$ cat src/rtl/seqfifo_sched.sv
// Round-robin scheduler sharing one arithmetic sequence generator between two
// burst requesters; emits Start, Start+STRIDE, ... with a valid/ready handshake.
module seqfifo_sched #(
    parameter int WWIDTH  = 8,
    parameter int IWIDTH  = 4,
    parameter int BUFSIZE = 16,
    parameter int STRIDE  = 1
) (
    input  logic              Clk,
    input  logic              Reset,
    input  logic              Req0,
    input  logic              Req1,
    input  logic [WWIDTH-1:0] Start0,
    input  logic [WWIDTH-1:0] Start1,
    input  logic [IWIDTH:0]   Len0,
    input  logic [IWIDTH:0]   Len1,
    output logic              Grant0,
    output logic              Grant1,
    output logic [WWIDTH-1:0] DataOut,
    output logic              DataValid,
    input  logic              DataReady,
    output logic              DataLast,
    output logic              Owner,
    output logic              Done0,
    output logic              Done1,
    output logic              Busy,
    output logic [1:0]        State
);

    // Handshake: a beat transfers on any rising Clk where DataValid && DataReady;
    // DataOut/DataValid/DataLast hold while DataReady is low.

    typedef enum logic [1:0] {
        IDLE = 2'd0,
        RUN  = 2'd1,
        GAP  = 2'd2
    } state_t;

    localparam logic [IWIDTH:0] MAX_LEN = (IWIDTH + 1)'(BUFSIZE);
    localparam logic [IWIDTH:0] LEN_ONE = (IWIDTH + 1)'(1);
    localparam logic [IWIDTH:0] LEN_TWO = (IWIDTH + 1)'(2);
    localparam logic [IWIDTH:0] LEN_ZERO = '0;

    state_t            state_q, next_state;
    logic [IWIDTH:0]   rem_q, rem_d;
    logic              last_owner_q, last_owner_d;
    logic [WWIDTH-1:0] data_d;
    logic              valid_d, last_d, owner_d;
    logic              grant0_d, grant1_d, done0_d, done1_d, busy_d;

    logic              pick;
    logic [IWIDTH:0]   len_sel, eff_len;
    logic              accept;

    // Both requesting: alternate away from the previous winner.
    assign pick    = (Req0 && Req1) ? ~last_owner_q : Req1;
    assign len_sel = pick ? Len1 : Len0;
    assign eff_len = (len_sel > MAX_LEN) ? MAX_LEN : len_sel;
    assign accept  = DataValid && DataReady;
    assign State   = state_q;

    always_ff @(posedge Clk or posedge Reset) begin
        if (Reset) begin
            state_q      <= IDLE;
            rem_q        <= '0;
            last_owner_q <= 1'b1;
            DataOut      <= '0;
            DataValid    <= 1'b0;
            DataLast     <= 1'b0;
            Owner        <= 1'b0;
            Grant0       <= 1'b0;
            Grant1       <= 1'b0;
            Done0        <= 1'b0;
            Done1        <= 1'b0;
            Busy         <= 1'b0;
        end else begin
            state_q      <= next_state;
            rem_q        <= rem_d;
            last_owner_q <= last_owner_d;
            DataOut      <= data_d;
            DataValid    <= valid_d;
            DataLast     <= last_d;
            Owner        <= owner_d;
            Grant0       <= grant0_d;
            Grant1       <= grant1_d;
            Done0        <= done0_d;
            Done1        <= done1_d;
            Busy         <= busy_d;
        end
    end

    always_comb begin
        next_state = state_q;
        case (state_q)
            IDLE: begin
                if (Req0 || Req1) begin
                    next_state = (eff_len == LEN_ZERO) ? GAP : RUN;
                end
            end
            RUN: begin
                if (accept && rem_q == LEN_ONE) begin
                    next_state = GAP;
                end
            end
            GAP:     next_state = IDLE;
            default: next_state = IDLE;
        endcase
    end

    always_comb begin
        data_d       = DataOut;
        valid_d      = DataValid;
        last_d       = DataLast;
        owner_d      = Owner;
        last_owner_d = last_owner_q;
        rem_d        = rem_q;
        grant0_d     = 1'b0;
        grant1_d     = 1'b0;
        case (state_q)
            IDLE: begin
                if (Req0 || Req1) begin
                    data_d       = pick ? Start1 : Start0;
                    rem_d        = eff_len;
                    valid_d      = (eff_len != LEN_ZERO);
                    last_d       = (eff_len == LEN_ONE);
                    owner_d      = pick;
                    last_owner_d = pick;
                    grant0_d     = ~pick;
                    grant1_d     = pick;
                end
            end
            RUN: begin
                if (accept) begin
                    if (rem_q == LEN_ONE) begin
                        valid_d = 1'b0;
                        last_d  = 1'b0;
                    end else begin
                        data_d = DataOut + WWIDTH'(STRIDE);
                        rem_d  = rem_q - LEN_ONE;
                        last_d = (rem_q == LEN_TWO);
                    end
                end
            end
            default: ;
        endcase
        // GAP lasts one cycle, so Done pulses exactly on entry.
        done0_d = (next_state == GAP) && !owner_d;
        done1_d = (next_state == GAP) && owner_d;
        busy_d  = (next_state != IDLE);
    end

endmodule

$ cat config.mk
export PLATFORM = sky130hd
export DESIGN_NAME = seqfifo_sched
export DESIGN_NICKNAME = d
export VERILOG_FILES = /design/src/rtl/seqfifo_sched.sv
export SDC_FILE = /design/constraint.sdc
export NUM_CORES = 1
export LEC_CHECK = 0
export CAP_MARGIN = 25
export CORE_ASPECT_RATIO = 1.1
export CORE_MARGIN = 2
export CORE_UTILIZATION = 47
export DETAILED_ROUTE_END_ITERATION = 7
export PLACE_DENSITY = 0.81
export SYNTH_ARGS = -nofsm -noshare
export SYNTH_HDL_FRONTEND = slang
export SYNTH_SLANG_ARGS = --single-unit
export TNS_END_PERCENT = 10
$ cat constraint.sdc
create_clock -name Clk -period 3.05 [get_ports Clk]
set_input_delay 0.61 -clock Clk [delete_from_list [all_inputs] [get_ports Clk]]
set_output_delay 0.61 -clock Clk [all_outputs]
set_load 0.02 [all_outputs]
Word level (Yosys, flattened, before mapping):

Cells that the tools add are included.

* input bits: 31
* output and inout port bits: 18
* bits in registers: 24

* order comparisons: 1
* multiplexer cells: 30
* eq/ne operators: 9
* reductions and logical operators: 16
* $add $sub $neg: 2
* bitwise operators: 2

Operators by type and width (number)
* 2-to-1 mux 8 bit: 4
* 2-to-1 mux 5 bit: 5
* one-hot mux 8 bit (2 select lines): 1
* 2-to-1 mux 1 bit: 13
* == test 5 x 1 -> 1 bit (second input constant): 2
* one-hot mux 5 bit (2 select lines): 1
* adder 8 x 1 -> 8 bit (second input constant): 1
* inequality test 2 bit (second input constant): 4
* AND reduction 4 bit: 2
* 2-to-1 mux 2 bit: 3
* == test 5 x 2 -> 1 bit (second input constant): 1
* greater-than comparator 5 bit (second input constant): 1
* logical AND 1 bit: 5
* zero test 5 bit: 1
* nonzero test 5 bit: 1
* subtractor 5 x 1 -> 5 bit (second input constant): 1
* one-hot mux 1 bit (2 select lines): 2
* one-hot mux 2 bit (2 select lines): 1
* nonzero test 2 bit: 2
* AND reduction 3 bit: 1
* == test 2 x 1 -> 1 bit (second input constant): 1
* == test 2 bit (second input constant): 1
* zero test 2 bit: 1
* NOT 1 bit: 2
* other kinds (3): 3

Longest topological paths before layout:

Gate-level depths: netlist (run 1).

* word-level depth: 11
* gate-level depth with buffers: 7
* depth with buffers taken out: 6

Worst setup path before layout (run 1):

No wires, ideal clock.

* kind: input -> register
* start point: in Len1[1]
* end point: reg Done1
* buffers on the path: 0
* arrival time: 1768 ps
* stages: 4
* data required time: 2968 ps
* setup time: 82 ps
* slack: 1200 ps
* path through: or3_1 or3_1 or3_1 a31oi_1

* longest elaborated chain between the ends: 9

RTL lines
* start: declaration: line 16 `input logic [IWIDTH:0] Len1,`
* 2-to-1 mux 5 bit (*): line 57 `assign len_sel = pick ? Len1 : Len0;`
* greater-than comparator 5 bit: line 58 `assign eff_len = (len_sel > MAX_LEN) ? MAX_LEN : len_sel;`
* 2-to-1 mux 5 bit (*): line 58
* zero test 5 bit (*): line 97 `next_state = (eff_len == LEN_ZERO) ? GAP : RUN;`
* 2-to-1 mux 2 bit (*): line 97
* 2-to-1 mux 2 bit (*): line 96 `if (Req0 || Req1) begin`
* one-hot mux 2 bit (2 select lines) (*): line 94 `case (state_q)`
* == test 2 bit (*): line 148 `done1_d = (next_state == GAP) && owner_d;`
* logical AND 1 bit (*): line 148
* net done1_d: line 49 `logic grant0_d, grant1_d, done0_d, done1_d, busy_d;`
* end signal: assignment: line 87 `Done1 <= done1_d;`
* end: declaration: line 25 `output logic Done1,`

The timed path passes the listed nets; every way through them passes the cells marked *.
A chain may end at the register's enable or synchronous reset.

Worst setup path after layout (run 1):

* start point: reg state_q[0], in the netlist State[0]
* end point: out State[0]

RTL lines
* start: declaration: line 44 `state_t state_q, next_state;`
* start signal: assignment: line 77 `state_q <= next_state;`
* end: declaration: line 27 `output logic [1:0] State`

No word-level cell between the ends.

==> flow_metrics.py, run 1 <==
metrics = {
    "yosys": {
        "synth_edf_count": 0,
        "synth_seq_cells": 24,
        "synth_compound_area_share_pct": 22.7,
        "synthAdderAreaFrac_pct": 3.27,
        "yosysWarnings": 0,
        "synth-xor-area-share_pct": 0,
        "synth_cells": 175,
        "synth_top_family_by_area": "simple AND/OR/NAND/NOR gates",
        "synthFlopType": "dfrtp_1",
        "netlist_area_um2": 1530,
        "ys_seq_area_share_pct": 39.3,
        "async_flop_share_pct": 100,
        "synth_cell_type_count": 46,
        "muxShareOfSynthArea_pct": 2.61,
        "synth.avg_cell_area_um2": 8.76,
        "syn_nets": 210,
        "yosys.area_share.simple_pct": 27.6,
    },
    "worst_setup_path": {
        "max_stage_delay_ns": 0.67,
        "crit_type": "flip-flop to primary output",
        "reg2reg_from": "State[1]",
        "worstPathArrival_ns": 1.54,
        "rrSetupSlack_ns": 1.03,
        "critPathMaxFanout": 10,
        "path_cells": "clkdlybuf4s50_1",
        "cp.required_ns": 2.44,
        "path_buf_inv": 1,
        "r2r_end": "Done0",
        "reg2regPathDepth": 3,
        "crit_family": "buffers and inverters",
        "end_kind": "primary output",
        "startpoint_type": "flip-flop",
        "critical-path-slowest-cell": "clkdlybuf4s50_1",
    },
    "timing": {
        "setup_viol": 0,
        "hold_viol": 0,
        "max_clock_freq_mhz": 465,
        "clock_skew_ns": 0.00447,
        "relSlewSlack_pct": 38.2,
        "holdWs_ns": 0.514,
        "rsz0062_at_grt": "false",
        "report.final.slew_viol_count": 0,
        "fin_tns_setup_ns": 0,
        "fin_ws_ns": 0.900,
        "tightest_slew_ns": 0.926,
        "fin_crit_ns": 2.15,
        "fin_crit_sh_pct": 70.5,
    },
    "clocking": {
        "cts_max_path_buffers": 2,
        "cts_buffers": 3,
        "clkLatencyLatePin_ns": 0.32,
        "cts-root-buf": "clkbuf_4",
        "cts_tree": "done",
        "cts.clk_slew.worst_paths_ns": 0.14,
        "cts_htree_levels": 1,
        "cts_setup_buffers": 0,
        "cts_num_sinks": 24,
        "cts_resized": 0,
        "hold_buffers": 0,
    },
    "cells_and_area": {
        "largest_register_ffs": 8,
        "syn2layout_area_growth_pct": 35.7,
        "multi_input_area_um2": 861,
        "register_area_um2": 602,
        "antennaDiodeCount": 0,
        "design_area_um2": 2080,
        "final_cells": 255,
        "final_nets": 257,
        "layout_common_cells": "48 x clkdlybuf4s50_1, 23 x dfrtp_1, 21 x nand2_1, 16 x a21oi_1, 13 x nand3_1",
        "regMostFlops": "DataOut",
        "layout-drive-gt1-share_pct": 7.69,
        "fillers": 256,
        "final_common_cell": "clkdlybuf4s50_1",
    },
    "floorplan": {
        "start_util_pct": 49.9,
        "die_h_um": 63.9,
        "die_area_um2": 3730,
        "die_w_um": 58.5,
        "rows": 21,
        "ios": 49,
        "core-area_um2": 3070,
    },
    "global_routing": {
        "grt_max_degree": 25,
        "use_met3_pct": 3.85,
        "met2_usage_pct": 41.4,
        "grt_pass1_wl_mm": 7.16,
        "antenna_found_initial": 0,
        "met1_usage_pct": 31.4,
        "track_usage_pct": 24.5,
        "grt_pass1_vias": 1573,
        "overflow": 0,
        "busiest_layer": "met2",
    },
    "placement": {
        "globalplace.congestion": 0.792,
        "pre_cts_ws_ns": 0.656,
        "dpl.cell_count": 251,
        "dp_hpwl_mm": 3.13,
        "port-buffer-count": 48,
        "placed_area_um2": 2030,
    },
    "pwr": {
        "powerDensity_nw_per_um2": 866,
        "ir_worst_vdd_mv": 0.492,
        "leakage_nw": 0.853,
    },
    "route": {
        "vias": 1576,
        "drt-total-wl_mm": 4.25,
        "dr.pass1.iters": 4,
        "avgRoutedWirePerCell_um": 16.7,
        "drc": 0,
        "ant_nets": 0,
        "first_iter_violations": 68,
        "vias_per_cell": 6.18,
    },
    "status": {
        "run_status": "finished clean",
    },
    "min_path": {
        "min_path_type": "flip-flop to flip-flop",
        "hold_depth": 1,
        "holdPathEnd": "Done0",
        "hp-start": "Owner",
    },
    "job": {
        "max_cap_violations": 0,
    },
}
power breakdown:
part / internal, mW / total (mW) / leakage [nW] / switching, mW
sequential: 0.451 / 0.606 / 0.284 / 0.155
clock: 0.133 / 0.235 / 0.0279 / 0.102
combinational: 0.438 / 0.961 / 0.542 / 0.523
worst max-delay path by stage:
stage,start,endpoint,slack [ns],depth (start not counted)
final,State[0],State[0],0.90,1
after global routing,State[0],State[0],0.85,1
after CTS,State[0],State[0],0.90,1
after detailed placement,Len1[1],Done1,0.66,5
after global placement,Len1[1],Done1,0.73,5
after floorplan,Len1[1],Done1,1.20,4
per-stage QoR:
step                      utilization (%)  power, mW
after CTS                            67.6       1.80
after detailed placement             65.9       1.56
after floorplan                         -       1.20
after global placement               65.9       1.51
final                                67.6       1.80
after global routing                 67.6       1.93
cells in the mapped netlist (2+ instances only):
library cell	n	area, µm²
o21ai_0	6	30.0
nand2b_1	5	31.3
buf_2	8	40.0
mux2i_1	4	40.0
nand2_1	21	78.8
nor3b_1	4	30.0
nor3_2	2	20.0
or3_1	6	37.5
a32o_1	2	20.0
ha_1	4	50.1
o31ai_1	4	30.0
or2_4	2	17.5
nor2_1	10	37.5
and3_1	2	12.5
inv_1	5	18.8
dfrtp_1	23	576
nand4_1	2	12.5
nand3_1	13	65.1
a31oi_1	4	25.0
a41oi_1	3	26.3
a21oi_1	16	80.1
nor3_1	5	25.0
routing by layer:
layer | vias to the layer above | routed length (µm)
met5 | - | 0
met4 | 0 | 74
met3 | 10 | 329
met2 | 84 | 2090
met1 | 740 | 1760
li1 | 742 | -
cell type report:
type	instances	area share (%)
Inverter	5	0.903
Timing Repair Buffer	51	24.2
Multi-Input combinational cell	137	41.4
Clock buffer	3	1.08
Tap cell	34	2.05
Sequential cell	24	28.9
Clock inverter	1	1.44
logic make-up after synthesis:
group,count (synthesis)
and+or+nand+nor,78
AOI/OAI and AO/OA,51
DFF,24
buffers and inverters,14
muxes,4
adders and majority gates,4
Power figures use the tool's default switching activity.
==> run 2, diff against run 1 <==
- CORE_UTILIZATION: 47 -> 46
- PLACE_DENSITY: 0.81 -> 0.8
- clock period: 3.05 -> 2 ns (I/O delays scaled with it)
==> run 2 against run 1 <==
Count of clock-buffer cells in the layout is the same; clock skew rose by 0.0013 ns; first-iteration DRC count is 12% lower.
==> flow_metrics.py, run 2 (synthesized netlist as in run 1, its figures left out) <==
metrics = {
    "cells_and_area": {
        "largest_register_ffs": 8,
        "final_common_cell": "clkdlybuf4s50_1",
        "antennaDiodeCount": 0,
        "layout_common_cells": "48 x clkdlybuf4s50_1, 22 x dfrtp_1, 21 x nand2_1, 16 x a21oi_1, 13 x nand3_1",
        "final_nets": 266,
        "layout-drive-gt1-share_pct": 11.7,
        "final_cells": 264,
        "regMostFlops": "DataOut",
        "syn2layout_area_growth_pct": 41.0,
    },
    "timing": {
        "setup_viol": 0,
        "relSlewSlack_pct": 76.0,
        "report.final.slew_viol_count": 0,
        "clock_skew_ns": 0.00574,
        "holdWs_ns": 0.427,
        "fin_crit_sh_pct": 94.0,
        "max_clock_freq_mhz": 532,
        "rsz0062_at_grt": "false",
        "tightest_slew_ns": 0.358,
        "fin_tns_setup_ns": 0,
        "fin_crit_ns": 1.88,
        "fin_ws_ns": 0.120,
        "hold_viol": 0,
    },
    "placement": {
        "port-buffer-count": 48,
        "dpl.cell_count": 260,
        "globalplace.congestion": 0.805,
        "pre_cts_ws_ns": -0.171,
        "dp_hpwl_mm": 3.16,
    },
    "pwr": {
        "powerDensity_nw_per_um2": 1300,
        "ir_worst_vdd_mv": 0.701,
        "leakage_nw": 0.904,
    },
    "clocking": {
        "cts_htree_levels": 1,
        "cts.clk_slew.worst_paths_ns": 0.14,
        "cts_tree": "done",
        "cts_setup_buffers": 0,
        "clkLatencyLatePin_ns": 0.31,
        "cts_buffers": 3,
        "cts-root-buf": "clkbuf_4",
        "cts_max_path_buffers": 2,
        "cts_num_sinks": 24,
    },
    "route": {
        "first_iter_violations": 60,
        "avgRoutedWirePerCell_um": 15.4,
        "ant_nets": 0,
        "drt-total-wl_mm": 4.06,
        "drc": 0,
        "vias_per_cell": 5.88,
        "dr.pass1.iters": 4,
        "vias": 1552,
    },
    "floorplan": {
        "die_w_um": 59.0,
        "rows": 21,
        "die_h_um": 64.5,
        "core-area_um2": 3100,
        "die_area_um2": 3810,
        "ios": 49,
        "start_util_pct": 49.4,
    },
    "min_path": {
        "min_path_type": "primary input to async pin",
    },
    "worst_setup_path": {
        "critPathMaxFanout": 8,
        "crit_type": "flip-flop to primary output",
        "path_cells": "clkdlybuf4s50_1",
        "path_buf_inv": 1,
        "reg2regPathDepth": 8,
        "end_kind": "primary output",
        "r2r_end": "DataOut[7]",
        "reg2reg_from": "rem_q[1]",
        "rrSetupSlack_ns": 0.20,
        "startpoint_type": "flip-flop",
        "worstPathArrival_ns": 1.48,
        "critical-path-slowest-cell": "clkdlybuf4s50_1",
        "max_stage_delay_ns": 0.66,
        "crit_family": "buffers and inverters",
        "cp.required_ns": 1.60,
    },
    "job": {
        "max_cap_violations": 0,
    },
    "status": {
        "run_status": "finished clean",
    },
    "global_routing": {
        "grt_max_degree": 25,
        "overflow": 0,
        "antenna_found_initial": 0,
        "track_usage_pct": 23.5,
        "grt_pass1_vias": 1600,
        "grt_pass1_wl_mm": 7.06,
    },
}
[run 2: cell types whose count changed in the layout (fill, tap and decap cells not counted)]
cell and change:
dfrtp_1 -1, buf_12 +1, buf_4 +8, dfrtp_2 +1
[run 2: cell type report]
cell class | instances | area, µm²
Clock inverter | 1 | 30.0
Fill cell | 267 | 940
Multi-Input combinational cell | 137 | 861
Clock buffer | 3 | 22.5
Tap cell | 34 | 42.5
Timing Repair Buffer | 60 | 583
Inverter | 5 | 18.8
Sequential cell | 24 | 603
[run 2: stage by stage]
step,utilization [%],total power [mW],area (µm²)
2_1_floorplan,-,1.83,1530
3_3_place_gp,68.0,2.39,2110
3_5_place_dp,68.0,2.45,2110
4_1_cts,69.7,2.81,2160
5_1_grt,69.7,3.03,2160
6_report,69.7,2.81,2160
[run 2: power breakdown]
| group | switching, mW | internal (mW) | total (mW) |
|---|---|---|---|
| logic | 0.790 | 0.741 | 1.53 |
| clock network | 0.148 | 0.202 | 0.351 |
| registers | 0.241 | 0.689 | 0.930 |
| total | 1.18 | 1.63 | 2.81 |
[run 2: worst max path at each step]
stage	from	to	slack (ns)	cells after the start
after detailed placement	Len1[1]	Done1	-0.17	5
after global routing	State[1]	State[1]	0.05	1
after CTS	State[0]	State[0]	0.08	1
final	State[1]	State[1]	0.12	1
after floorplan	State[0]	Done1	0.28	5
after global placement	Len1[1]	Done1	-0.11	5
[run 2: tightest hold or removal path, delay by kind of cell]
family                 cells  cell delay [ns]
buffers and inverters      3             0.74
[run 2: what timing repair did]
action                     4_1_cts  5_1_grt
resized for setup                0        1
setup endpoints to repair        0        1
hold endpoints to repair         0        0
hold buffers                     0        0
[run 2: metal layers]
layer / track usage [%] / vias to the layer above / wire length, µm
met5: 0 / - / 0
met4: 7.39 / 0 / 38
met3: 3.39 / 4 / 210
met2: 39.4 / 57 / 1890
met1: 30.8 / 733 / 1930
li1: - / 758 / -
==> run 3, diff against run 2 <==
- CAP_MARGIN: 25 -> not set
- CORE_UTILIZATION: 46 -> 42
- PLACE_DENSITY: 0.8 -> 0.77
- clock period: 2 -> 1.6 ns (I/O delays scaled with it)
==> run 3 against run 2 <==
Core utilization fell by 1.4 points; critical path depth grew 6; highest routed layer unchanged; largest power group unchanged; setup slack worse by 0.11 ns; critical endpoint is now DataOut[6]; final area rose by 13%; combinational power increased by 43%; final cell count increased by 13%; clock skew is 0.0015 ns lower.
==> flow_metrics.py, run 3 (synthesized netlist as in run 1, its figures left out) <==
metrics = {
    "clocking": {
        "cts_tree": "done",
        "cts_htree_levels": 1,
        "cts_buffers": 3,
        "cts_num_sinks": 24,
        "cts-root-buf": "clkbuf_8",
        "clkLatencyLatePin_ns": 0.27,
        "cts.clk_slew.worst_paths_ns": 0.09,
        "cts_max_path_buffers": 2,
    },
    "worst_setup_path": {
        "max_stage_delay_ns": 0.49,
        "path_cells": "clkdlybuf4s50_1, nand3_1, a221oi_2, buf_4, buf_12, a21oi_1, a41oi_1",
        "crit_type": "primary input to flip-flop",
        "reg2regPathDepth": 7,
        "critical-path-slowest-cell": "clkdlybuf4s50_1",
        "startpoint_type": "primary input",
        "worstPathArrival_ns": 1.78,
        "reg2reg_from": "rem_q[0]",
        "r2r_end": "DataOut[6]",
        "critPathMaxFanout": 12,
        "rrSetupSlack_ns": 0.009,
        "end_kind": "flip-flop",
        "cp.required_ns": 1.79,
    },
    "cells_and_area": {
        "syn2layout_area_growth_pct": 58.9,
        "multi_input_area_um2": 951,
        "final_cells": 298,
        "final_nets": 284,
        "layout_common_cells": "28 x clkdlybuf4s50_1, 27 x buf_4, 21 x dfrtp_1, 21 x nand2_1, 16 x dlygate4sd2_1",
        "final_common_cell": "clkdlybuf4s50_1",
        "fillers": 299,
        "antennaDiodeCount": 0,
        "regMostFlops": "DataOut",
        "utilization_pct": 68.3,
        "largest_register_ffs": 8,
        "layout-drive-gt1-share_pct": 23.8,
        "register_area_um2": 604,
    },
    "global_routing": {
        "overflow": 0,
        "grt_pass1_wl_mm": 7.22,
        "grt_max_degree": 25,
        "grt_pass1_vias": 1625,
        "antenna_found_initial": 0,
        "track_usage_pct": 23.1,
    },
    "floorplan": {
        "die_w_um": 61.6,
        "ios": 49,
        "die_h_um": 67.4,
        "die_area_um2": 4150,
        "start_util_pct": 43.0,
        "core-area_um2": 3570,
        "rows": 23,
    },
    "timing": {
        "tightest_slew_ns": 0.322,
        "holdWs_ns": 0.386,
        "max_clock_freq_mhz": 629,
        "rsz0062_at_grt": "true",
        "fin_ws_ns": 0.00936,
        "setup_viol": 0,
        "hold_viol": 0,
        "relSlewSlack_pct": 78.6,
        "report.final.slew_viol_count": 0,
        "fin_crit_sh_pct": 99.4,
        "clock_skew_ns": 0.00421,
        "fin_crit_ns": 1.59,
    },
    "placement": {
        "pre_cts_ws_ns": -0.491,
        "port-buffer-count": 48,
        "globalplace.congestion": 0.838,
        "dpl.cell_count": 293,
        "dp_hpwl_mm": 3.14,
    },
    "pwr": {
        "ir_worst_vdd_mv": 0.965,
        "powerDensity_nw_per_um2": 1580,
        "leakage_nw": 1.07,
    },
    "route": {
        "ant_nets": 0,
        "vias_per_cell": 5.38,
        "first_iter_violations": 91,
        "drt-total-wl_mm": 4.33,
        "dr.pass1.iters": 4,
        "vias": 1604,
        "drc": 0,
        "avgRoutedWirePerCell_um": 14.5,
    },
    "status": {
        "run_status": "finished clean",
    },
    "job": {
        "max_cap_violations": 0,
    },
    "min_path": {
        "min_path_type": "primary input to async pin",
    },
}
==> run 3: cell type report <==
class / count / share of cell area, %
Inverter: 5 / 0.770
Clock inverter: 1 / 1.23
Multi-Input combinational cell: 137 / 39.0
Clock buffer: 3 / 1.69
Timing Repair Buffer: 78 / 29.9
Tap cell: 50 / 2.57
Sequential cell: 24 / 24.8
==> run 3: worst max path at each step <==
stage	from	to	slack (ns)	cells after the start
2_1_floorplan	State[0]	Done1	-0.002	5
3_3_place_gp	Len1[1]	Done1	-0.47	5
3_5_place_dp	Len1[1]	Done1	-0.49	5
4_1_cts	rem_q[1]	DataOut[2]	-0.04	8
5_1_grt	rem_q[4]	Done0	-0.06	4
6_report	DataReady	DataOut[6]	0.009	7
==> run 3: timing repair <==
item,CTS,global route
setup endpoints to repair,25,15
resized for setup,32,5
pin swaps,9,3
hold buffers,0,0
setup buffers,1,0
==> run 3: per-layer routing <==
layer	global-route usage [%]	wire length (µm)	vias to the layer above
met1	32.4	2040	748
met5	0	0	-
met2	36.7	2060	59
li1	-	-	793
met3	2.87	208	4
met4	7.45	19	0
==> run 3: stage by stage <==
step	cell area (µm²)	power, mW	TNS, ns
after detailed placement	2290	3.30	-6.34
after global placement	2290	3.25	-6.14
after floorplan	1550	2.31	-0.00200
after CTS	2420	3.83	-0.0435
after global routing	2440	4.14	-0.392
final	2440	3.85	0
==> run 3: worst max-delay path, delay by kind of cell <==
| family | cells | cell delay (ns) |
|---|---|---|
| buf+inv | 3 | 0.81 |
| compound gates | 3 | 0.52 |
| simple gates | 1 | 0.12 |
==> run 3: power by group <==
| group | switching (mW) | internal [mW] |
|---|---|---|
| clock | 0.210 | 0.335 |
| combinational | 1.13 | 1.07 |
| sequential | 0.250 | 0.865 |
| total | 1.59 | 2.27 |
